`src/rtl/spi_master.sv`:
```
// SPI mode-0 master: one WIDTH-bit LSB-first transfer per start request.
// MOSI is launched at chip-select assertion and on each sclk falling edge.
// MISO is captured on the same system edge that raises sclk.
module spi_master #(
  parameter int unsigned WIDTH   = 8,
  parameter int unsigned CLK_DIV = 4
) (
  input  logic             clk_i,
  input  logic             reset_i,
  input  logic             start_i,
  input  logic [WIDTH-1:0] tx_data_i,
  output logic [WIDTH-1:0] rx_data_o,
  output logic             busy_o,
  output logic             done_o,
  output logic             cs_o,
  output logic             sclk_o,
  output logic             mosi_o,
  input  logic             miso_i
);

  localparam int unsigned BIT_W = $clog2(WIDTH) + 1;
  // The trail phase runs for two half-periods plus one cycle, so the
  // divider must be able to reach 2*CLK_DIV.
  localparam int unsigned DIV_W = $clog2(2 * CLK_DIV + 1);

  localparam logic [DIV_W-1:0] DIV_LAST   = DIV_W'(CLK_DIV - 1);
  localparam logic [DIV_W-1:0] TRAIL_LAST = DIV_W'(2 * CLK_DIV);
  localparam logic [BIT_W-1:0] BIT_LAST   = BIT_W'(WIDTH - 1);

  typedef enum logic [2:0] {
    IDLE  = 3'd0,
    LEAD  = 3'd1,
    HIGH  = 3'd2,
    LOW   = 3'd3,
    TRAIL = 3'd4
  } state_e;

  state_e             state_q, state_d;
  logic [DIV_W-1:0]   div_q, div_d;
  logic [BIT_W-1:0]   bit_cnt_q, bit_cnt_d;
  logic [WIDTH-1:0]   tx_q, tx_d;
  logic [WIDTH-1:0]   rx_q, rx_d;
  logic [WIDTH-1:0]   rx_data_q, rx_data_d;
  logic               busy_q, busy_d;
  logic               done_q, done_d;
  logic               cs_q, cs_d;
  logic               sclk_q, sclk_d;
  logic               mosi_q, mosi_d;
  logic               phase_end_c;

  // Last divider count of the current phase.
  assign phase_end_c = (state_q == TRAIL) ? (div_q == TRAIL_LAST)
                                          : (div_q == DIV_LAST);

  // State register.
  always_ff @(posedge clk_i) begin
    if (reset_i) begin
      state_q <= IDLE;
    end else begin
      state_q <= state_d;
    end
  end

  // Next-state logic.
  always_comb begin
    state_d = state_q;
    unique case (state_q)
      IDLE:  if (start_i)     state_d = LEAD;
      LEAD:  if (phase_end_c) state_d = HIGH;
      HIGH:  if (phase_end_c) state_d = (bit_cnt_q == BIT_LAST) ? TRAIL : LOW;
      LOW:   if (phase_end_c) state_d = HIGH;
      TRAIL: if (phase_end_c) state_d = IDLE;
      default:                state_d = IDLE;
    endcase
  end

  // Output and datapath next values.
  always_comb begin
    div_d     = div_q;
    bit_cnt_d = bit_cnt_q;
    tx_d      = tx_q;
    rx_d      = rx_q;
    rx_data_d = rx_data_q;
    busy_d    = busy_q;
    done_d    = 1'b0;
    cs_d      = cs_q;
    sclk_d    = sclk_q;
    mosi_d    = mosi_q;

    if (state_q != IDLE) begin
      div_d = phase_end_c ? '0 : div_q + DIV_W'(1);
    end

    unique case (state_q)
      IDLE: begin
        busy_d = 1'b0;
        cs_d   = 1'b1;
        sclk_d = 1'b0;
        if (start_i) begin
          tx_d      = tx_data_i;
          bit_cnt_d = '0;
          div_d     = '0;
          mosi_d    = tx_data_i[0];
          cs_d      = 1'b0;
          busy_d    = 1'b1;
        end
      end
      LEAD, LOW: begin
        if (phase_end_c) begin
          sclk_d = 1'b1;
          rx_d   = {miso_i, rx_q[WIDTH-1:1]};
        end
      end
      HIGH: begin
        if (phase_end_c) begin
          sclk_d = 1'b0;
          if (bit_cnt_q != BIT_LAST) begin
            tx_d      = {tx_q[0], tx_q[WIDTH-1:1]};
            mosi_d    = tx_q[1];
            bit_cnt_d = bit_cnt_q + BIT_W'(1);
          end
        end
      end
      TRAIL: begin
        if (phase_end_c) begin
          cs_d      = 1'b1;
          done_d    = 1'b1;
          rx_data_d = rx_q;
        end
      end
      default: begin
        cs_d   = 1'b1;
        sclk_d = 1'b0;
      end
    endcase
  end

  // Datapath and output registers.
  always_ff @(posedge clk_i) begin
    if (reset_i) begin
      div_q     <= '0;
      bit_cnt_q <= '0;
      tx_q      <= '0;
      rx_q      <= '0;
      rx_data_q <= '0;
      busy_q    <= 1'b0;
      done_q    <= 1'b0;
      cs_q      <= 1'b1;
      sclk_q    <= 1'b0;
      mosi_q    <= 1'b0;
    end else begin
      div_q     <= div_d;
      bit_cnt_q <= bit_cnt_d;
      tx_q      <= tx_d;
      rx_q      <= rx_d;
      rx_data_q <= rx_data_d;
      busy_q    <= busy_d;
      done_q    <= done_d;
      cs_q      <= cs_d;
      sclk_q    <= sclk_d;
      mosi_q    <= mosi_d;
    end
  end

  assign rx_data_o = rx_data_q;
  assign busy_o    = busy_q;
  assign done_o    = done_q;
  assign cs_o      = cs_q;
  assign sclk_o    = sclk_q;
  assign mosi_o    = mosi_q;

endmodule

```
`config.mk`:
```
export PLATFORM = sky130hd
export DESIGN_NAME = spi_master
export DESIGN_NICKNAME = d
export VERILOG_FILES = /design/src/rtl/spi_master.sv
export SDC_FILE = /design/constraint.sdc
export NUM_CORES = 1
export LEC_CHECK = 0
export ABC_AREA = 1
export ABC_CLOCK_PERIOD_IN_PS = 3200
export BUFFER_PORTS_ARGS = -buffer_cell sky130_fd_sc_hd__buf_2
export CAP_MARGIN = 20
export CORE_ASPECT_RATIO = 2
export CORE_MARGIN = 3
export CORE_UTILIZATION = 33
export CTS_BUF_LIST = sky130_fd_sc_hd__clkbuf_8
export CTS_CLUSTER_DIAMETER = 60
export CTS_CLUSTER_SIZE = 10
export DETAILED_ROUTE_END_ITERATION = 10
export GPL_TIMING_DRIVEN = 0
export PLACE_DENSITY = 0.57
export SYNTH_ARGS = -nofsm -noshare
export SYNTH_HDL_FRONTEND = slang
export SYNTH_SLANG_ARGS = --single-unit
```
`constraint.sdc`:
```
create_clock -name clk_i -period 3.2 [get_ports clk_i]
set_input_delay 0.64 -clock clk_i [delete_from_list [all_inputs] [get_ports clk_i]]
set_output_delay 0.64 -clock clk_i [all_outputs]
set_load 0.02 [all_outputs]
```
Word-level counts from Yosys, hierarchy flattened

Index checks and enable logic that the tools add are counted.

Input port bits: 12
Logic and storage cells: 70
Flip-flop bits (word level): 40

Add/subtract/negate cells: 2
Reduce and logical (&&, ||, !) cells: 12
Multiplexer cells: 30
Equal/unequal tests: 13
Bitwise gates (word level): 2

Operator list:

| kind                  | number |
|---|---|
| $mux W4               | 7 |
| $mux W8               | 3 |
| $pmux W8 S2           | 1 |
| $mux W3               | 5 |
| $pmux W3 S4           | 1 |
| $mux W1               | 9 |
| $add A4 B1 Y4 const B | 2 |
| $ne A2 B2 Y1 const B  | 4 |
| $pmux W4 S2           | 1 |
| $reduce_and A4 Y1     | 2 |
| $eq A3 B2 Y1 const B  | 2 |
| $pmux W1 S3           | 2 |
| $reduce_and A2 Y1     | 3 |
| $eq A4 B2 Y1 const B  | 1 |
| $eq A4 B3 Y1 const B  | 1 |
| $eq A4 B4 Y1 const B  | 1 |
| $ne A4 B3 Y1 const B  | 1 |
| $reduce_or A2 Y1      | 2 |
| $eq A3 B1 Y1 const B  | 1 |
| $eq A3 B3 Y1 const B  | 1 |
| $logic_not A3 Y1      | 1 |
| $reduce_and A3 Y1     | 1 |
| $reduce_bool A3 Y1    | 1 |
| $reduce_or A3 Y1      | 1 |
| other kinds (4)       | 5 |

Logic depth before layout (Yosys ltp)

Gate-level depths: netlist of the first run.

Depth after elaboration: 6
Depth in mapped cells: 11

Least setup slack after synthesis of the first run

Ideal clock, no wire load.

Path type: input to register
Start: in start_i
End: reg tx_q[0]
Data required time: 3.087 ns
Arrival time: 1.345 ns
Buffers on the path: 2
Stages on the path: 7
Path slack: 1.742 ns
Path through: or2_0 -> buf_6 -> nand3_4 -> buf_6 -> nand2_1 -> nand2_1 -> nor2_1

Cells in the longest elaborated chain, start to end: 2

Ends and longest elaborated chain:

| what                        | line | RTL |
|---|---|---|
| start: declaration          | 10   | `input logic start_i,` |
| $ne A2 B2 Y1 (no line)      | -    |  |
| $reduce_and A4 Y1 (no line) | -    |  |
| end signal: assignment      | 154  | `tx_q <= tx_d;` |
| end: declaration            | 41   | `logic [WIDTH-1:0] tx_q, tx_d;` |

No other way between the ends.
A chain may end at the register's enable or synchronous reset.

Worst setup path after layout of the first run

Start: reg state_q[2]
End: reg tx_q[0]

Cells in the longest elaborated chain, start to end: 4
Elaborated cells on any way between the ends: 10

Ends and longest elaborated chain:

| what                        | line | RTL |
|---|---|---|
| start: declaration          | 38   | `state_e state_q, state_d;` |
| start signal: assignment    | 60   | `state_q <= state_d;` |
| $eq A3 B3 Y1                | 52   | `assign phase_end_c = (state_q == TRAIL) ? (div_q == TRAIL_LAST)` |
| $mux W1                     | 52   |  |
| $ne A2 B2 Y1 (no line)      | -    |  |
| $reduce_and A4 Y1 (no line) | -    |  |

Several ways; a longest one is shown, not always the timed one.

==> impl_metrics.csv, run 1 <==
group,metric,value,unit
outcome,status,"finished clean",
grt,grt_pass1_vias,1676,
cells_and_area,multi_input_area,854.6,um^2
placement,gp_congestion,0.8307,
placement,place_hpwl,3.002,mm
yosys,seq_area_frac_synth,42.98,%
grt,antenna_found_initial,0,
grt,grt-ovfl-total,0,
grt,grt_max_degree,14,
sta,finalCritPeriodShare,48.78,%
sta,hold_violations,0,
yosys,ys_types,28,
power_and_ir_drop,p_leak,0.9580,nW
floorplan,die_w,58.47,um
sta,skew,3.957,ps
cells_and_area,seq_area,780.7,um^2
sta,max_freq,640.6,MHz
power_and_ir_drop,pwr_density_cell,1008,nW/um^2
routing,via_count,1635,
setup_path,critPathMaxFanout,10,
floorplan,rows,37,
clocking,cts_num_sinks,39,
routing,vias_per_cell,4.753,
cells_and_area,finalInstanceArea,2093,um^2
sta,tns,0,ps
cells_and_area,num_antenna_cells,0,
placement,dpl-instance-area,2004,um^2
clocking,cts_max_level,2,
setup_path,crit_arrival,1750,ps
routing,wl_per_cell,11.57,um
setup_path,slowest_stage,"dfxtp_1",
sta,maxSlewViolCount,0,
sta,timing.slew.headroom,68.14,%
floorplan,fp.coreArea,5231,um^2
clocking,numCtsBuffers,5,
clocking,post_cts_buffers,0,
yosys,netlist_instances,255,
clocking,ctsLongestPathBuffers,2,
routing,first_pass_iters,4,
clocking,cts_tree,"done",
setup_path,cp.required,3390,ps
yosys,syn_nets,269,
setup_path,cp_cell_sequence,"nor2_4, nand2_4, or2_0, buf_6, nand3_4, buf_6, nand2_1, nand2_1, nor2_1",
routing,routed_wl,3.979,mm
routing,ant_nets,0,
floorplan,dieHeight,110.9,um
cells_and_area,drive_gt1_share,17.83,%
routing,drc_errors,0,
clocking,insertion_delay,290,ps
floorplan,fp.dieArea,6486,um^2
cells_and_area,nNetsFinal,299,
setup_path,worst_setup_path_start_kind,"flip-flop",
cells_and_area,fill_cells,600,
routing,drt-initial-drc-count,21,
sta,worst_slew_pin_slew,477.8,ps
grt,grt_first_pass_wirelength,7.017,mm
yosys,ys_ff_latch,39,
yosys,yosys_warnings,0,
setup_path,critPathBufInv,2,
floorplan,initial_core_util,34.73,%
sta,period_needed,1561,ps
clocking,clk_pin_slew,80,ps
setup_path,worstSetupPathType,"flip-flop to flip-flop",
run,drv_cap,0,
setup_path,worstSetupEndpointType,"flip-flop",
hold_path,worst_hold_path_type,"flip-flop to flip-flop",
floorplan,ios,25,
yosys,syn-mean-instance-area,7.124,um^2
sta,rsz0062_at_grt,"no",
clocking,cts-root-buf,"clkbuf_8",
setup_path,slowest_delay,390,ps
grt,grt_use_total,13.60,%
power_and_ir_drop,ir_drop,0.4502,mV
cells_and_area,area_delta_synth_final,15.22,%
placement,port_buffers,23,
setup_path,crit_family,"simple AND/OR/NAND/NOR gates",
setup_path,rrSetupSlack,1640,ps
clocking,ctsHoldBuffers,0,
sta,finalSetupViolCount,0,
yosys,netlist_area,1817,um^2
clocking,cts-resized-gates,0,
[cells in the final DEF, fill, tap and decap left out, types with 6 or more instances in the layout]
master	instances
a21oi_1	16
o21ai_0	24
nand4_1	6
nor3_1	8
nor2_1	43
nand2_1	52
dfxtp_1	39
buf_2	24
inv_1	26
[report_power, final]
group	switching, W	internal (W)	total [W]
combinational	0.000675	0.000378	0.00105
clock	0.000182	0.000152	0.000334
sequential	0.0000877	0.000635	0.000723
[synthesized netlist by cell type]
library cell  count  area [um^2]
inv_1            26        97.59
buf_6             3        33.78
nand3_1           5        25.02
o21ai_1           4        20.02
buf_2             1        5.000
o21ai_0          24        120.1
clkbuf_1          4        15.01
nand3_4           2        35.03
or2_0             1        6.260
a21oi_1          16        80.08
xor2_1            2        17.52
nand2_4           1        11.26
a211oi_1          1        7.510
ha_1              2        25.02
nor2_4            2        22.52
nand2_1          52        195.2
nor2_1           43        161.4
nand2_2           3        18.77
nor2_2            1        6.260
nor3b_1           1        7.510
inv_2             3        11.26
a21oi_2           1        8.760
nand4_1           6        37.54
buf_4             2        15.01
o21ai_2           1        8.760
dfxtp_1          39        780.8
nor3_1            8        40.04
buf_1             1        3.750
[cells by family (layout without fill, tap and decap cells)]
group | Yosys count | count (layout) | share of synthesized area [%]
simple gates | 125 | 125 | 31.20
compound gates | 47 | 47 | 13.50
buf+inv | 40 | 71 | 9.985
flops | 39 | 39 | 42.98
fa+ha+maj | 2 | 2 | 1.377
xor+xnor | 2 | 2 | 0.9644
[path summary, 6_finish.rpt]
| path | start | endpoint | cells past startpoint |
|---|---|---|---|
| worst max register to register | state_q[2] | tx_q[0] | 9 |
| worst min-delay path | rx_data_o[5] | rx_data_o[5] | 2 |
| worst max-delay path | state_q[2] | tx_q[0] | 9 |
| worst min register to register | rx_data_o[5] | rx_data_o[5] | 2 |
[tightest hold or removal path, cell delays in order, from the launching register on]
cell	delay (ps)
dfxtp_1	310
inv_1	40
a21oi_1	50
[registers in the layout (all words and copies together) (netlist names)]
| signal | cells |
|---|---|
| busy_o | 1 |
| bit_cnt_q | 4 |
| tx_q | 8 |
| rx_data_o | 8 |
| div_q | 4 |
| rx_q | 8 |
| done_o | 1 |
| sclk_o | 1 |
| cs_o | 1 |
| state_q | 3 |
[per-stage QoR]
step | utilization [%] | hold WS [ps] | cells | total power, W | setup slack [ps]
2_1_floorplan | - | 459.7 | 255 | 0.001557 | 1742
3_3_place_gp | 38.32 | 429.4 | 336 | 0.001793 | 1423
3_5_place_dp | 38.32 | 432.9 | 336 | 0.001807 | 1413
4_1_cts | 40.01 | 445.6 | 344 | 0.002149 | 1635
5_1_grt | 40.01 | 467.9 | 344 | 0.002323 | 1484
6_report | 40.01 | 441.2 | 344 | 0.002110 | 1639
[metal layers]
metal	track usage (%)	share of wire (%)	vias up
li1	-	-	872
met1	12.65	39	730
met2	25.77	55	26
met3	2.797	3.1	7
met4	7.121	2.9	0
met5	0	0	-
[area by class of cell]
class | instances | share of cell area (%)
inverters | 29 | 5.200
flip-flops and latches | 39 | 37.30
repair buffers | 23 | 5.499
plain buffers | 11 | 3.467
clock inverters | 3 | 0.9564
multi-input cells | 176 | 40.82
well taps | 58 | 3.467
clock buffers | 5 | 3.288
Note: power is estimated with default switching activity, not from simulation.
==> run 2: changes to the inputs <==
ABC_AREA = 0   (was 1)
ABC_CLOCK_PERIOD_IN_PS = 1500   (was 3200)
clock period = 1.5 ns   (was 3.2 ns; I/O delays follow)
==> impl_metrics.csv, run 2 <==
group,metric,value,unit
floorplan,dieHeight,107.1,um
sta,hold_violations,0,
grt,grt_use_total,13.50,%
clocking,cts_num_sinks,39,
hold_path,worst_hold_path_type,"input port to flip-flop",
yosys,synth_enable_flop_cells,0,
cells_and_area,final_cell_count_no_fill,279,
floorplan,ios,25,
routing,wl_per_cell,13.70,um
floorplan,rows,36,
clocking,ctsHoldBuffers,0,
clocking,ctsLongestPathBuffers,2,
sta,finalCritPeriodShare,97.21,%
placement,place_hpwl,2.755,mm
yosys,synth_top_area_share,46.29,%
floorplan,fp.dieArea,6057,um^2
setup_path,worstSetupPathType,"flip-flop to flip-flop",
yosys,ys.flop_type,"dfxtp_1",
routing,first_pass_iters,4,
run,drv_cap,0,
floorplan,initial_core_util,34.35,%
setup_path,worst_setup_path_start_kind,"flip-flop",
power_and_ir_drop,internal_power,0.001633,W
routing,vias_per_cell,5.133,
sta,worst_slew_pin_slew,516.5,ps
yosys,yosys_warnings,0,
clocking,cts_max_level,2,
floorplan,die_w,56.55,um
power_and_ir_drop,pwr-share-seq,51.0,%
placement,gp_congestion,0.8220,
routing,met2_length,2.109,mm
grt,antenna_found_initial,0,
routing,drt-initial-drc-count,30,
sta,maxSlewViolCount,0,
clocking,cts_tree,"done",
outcome,status,"finished clean",
yosys,ys_ff_latch,39,
setup_path,cp.required,1690,ps
routing,routed_wl,3.821,mm
placement,dp_slack,-101.8,ps
routing,wl_met3,136,um
cells_and_area,final_cell_mix,"38 x nor2_1, 31 x dfxtp_1, 26 x buf_2, 20 x mux2i_1",
yosys,netlist_instances,182,
yosys,synthTopCellsByArea,"dfxtp_1 46%, mux2i_1 12%, nor2_1 8.7%",
yosys,synthTopCellsByCount,"39 x dfxtp_1, 39 x nor2_1, 21 x mux2i_1",
sta,max_freq,685.8,MHz
power_and_ir_drop,p_leak,0.9791,nW
yosys,syn-mean-instance-area,9.267,um^2
yosys,netlist_area,1687,um^2
yosys,ys_types,36,
power_and_ir_drop,p_switching,0.0005034,W
grt,grt_pass1_vias,1408,
sta,worst_slack,41.83,ps
sta,period_needed,1458,ps
routing,via_count,1432,
cells_and_area,fill_cells,491,
yosys,seq_area_frac_synth,46.29,%
setup_path,crit_arrival,1650,ps
sta,hold_ws,241.7,ps
yosys,syn_nets,196,
routing,m1WireLength,1.454,mm
power_and_ir_drop,power_frac_comb,7.9,%
yosys,post-synth-top-area-cell,"dfxtp_1",
power_and_ir_drop,power.share.clock,41.1,%
power_and_ir_drop,ir_drop,0.7122,mV
yosys,async_flop_share,0,%
placement,placed_cells,263,
power_and_ir_drop,switching_share,23.57,%
sta,timing.slew.headroom,65.57,%
cells_and_area,num_antenna_cells,0,
setup_path,worstSetupEndpointType,"flip-flop",
sta,rsz0062_at_grt,"yes",
floorplan,fp.coreArea,4910,um^2
clocking,insertion_delay,290,ps
routing,drc_errors,0,
cells_and_area,nNetsFinal,235,
cells_and_area,area_delta_synth_final,27.00,%
placement,port_buffers,24,
cells_and_area,mostFrequentLayoutCell,"nor2_1",
clocking,cts-root-buf,"clkbuf_8",
sta,finalSetupViolCount,0,
setup_path,critPathMaxFanout,10,
grt,grt_first_pass_wirelength,6.486,mm
power_and_ir_drop,pwr_density_cell,997.2,nW/um^2
grt,grt_max_degree,14,
routing,ant_nets,0,
clocking,clk_pin_slew,80,ps
grt,grt-ovfl-total,0,
sta,skew,2.691,ps
clocking,numCtsBuffers,5,
cells_and_area,drive_gt1_share,32.43,%
routing,top_layer,"met4",
-- run 2: cell types whose count changed after synthesis, moves of 4 or more --
| cell | delta |
|---|---|
| nand4_1 | -5 |
| o21ai_1 | -4 |
| mux2i_1 | +21 |
| a21oi_1 | -8 |
| buf_2 | +4 |
| nand2_1 | -46 |
| nor2_1 | -4 |
| nand3b_1 | +4 |
| o221a_2 | +7 |
| inv_1 | -24 |
| o21ai_0 | -21 |
-- run 2: cells by family (layout without fill, tap and decap cells) --
| group | count (synthesis) | count (layout) | synth area share, % |
|---|---|---|---|
| AOI/OAI and AO/OA | 28 | 28 | 12.39 |
| and+or+nand+nor | 78 | 78 | 23.22 |
| DFF | 39 | 39 | 46.29 |
| adders and majority gates | 2 | 2 | 1.483 |
| buffers and inverters | 14 | 54 | 4.154 |
| muxes | 21 | 21 | 12.46 |
-- run 2: area by class of cell --
type / instances / area [um^2] / share of cell area (%)
multi-input cells: 129 / 878.3 / 41.00
flip-flops and latches: 39 / 798.3 / 37.27
repair buffers: 32 / 187.7 / 8.762
plain buffers: 12 / 86.33 / 4.030
well taps: 57 / 71.32 / 3.329
clock buffers: 5 / 68.82 / 3.213
clock inverters: 3 / 43.79 / 2.044
inverters: 2 / 7.507 / 0.3505
-- run 2: timing repair --
action,in CTS,in global routing
setup endpoints to repair,18,30
pin swaps,2,3
gates cloned,1,0
resized for setup,12,20
hold endpoints to repair,0,0
buffers inserted,3,4
-- run 2: worst paths after layout --
path / depth (start not counted) / end / from / slack [ps]
worst max-delay path: 5 / tx_q[6] / state_q[1] / 40
worst min register to register: 2 / busy_o / busy_o / 460
worst max register to register: 5 / tx_q[6] / state_q[1] / 40
worst min-delay path: 3 / rx_q[7] / miso_i / 240
-- run 2: routing by layer --
metal / up-vias / GRT usage [%]
li1: 722 / -
met1: 668 / 13.71
met2: 30 / 25.25
met3: 12 / 3.253
met4: 0 / 5.772
met5: - / 0
-- run 2: power groups by stage --
stage	logic, W	clock network [W]	registers [W]
floorplan	0.000105	0	0.00111
global placement	0.000164	0	0.00111
detailed placement	0.000165	0	0.00111
CTS	0.000169	0.000904	0.00109
global route	0.000189	0.000937	0.00109
finish	0.000169	0.000878	0.00109
-- run 2: through the flow --
stage	power (W)	area (um^2)	setup TNS, ps	util (%)
global placement	0.001277	1878	-1301	38.25
global route	0.002220	2142	-7.564	43.63
CTS	0.002163	2051	0	41.77
finish	0.002136	2142	0	43.63
detailed placement	0.001278	1878	-1306	38.25
floorplan	0.001220	1687	0	-
-- run 2: critical path, cell delays in order (launching register included) --
cell and delay, ps:
dfxtp_2 340, or4b_4 580, buf_6 170, nor2_1 100, nor2_1 50, o221a_2 120
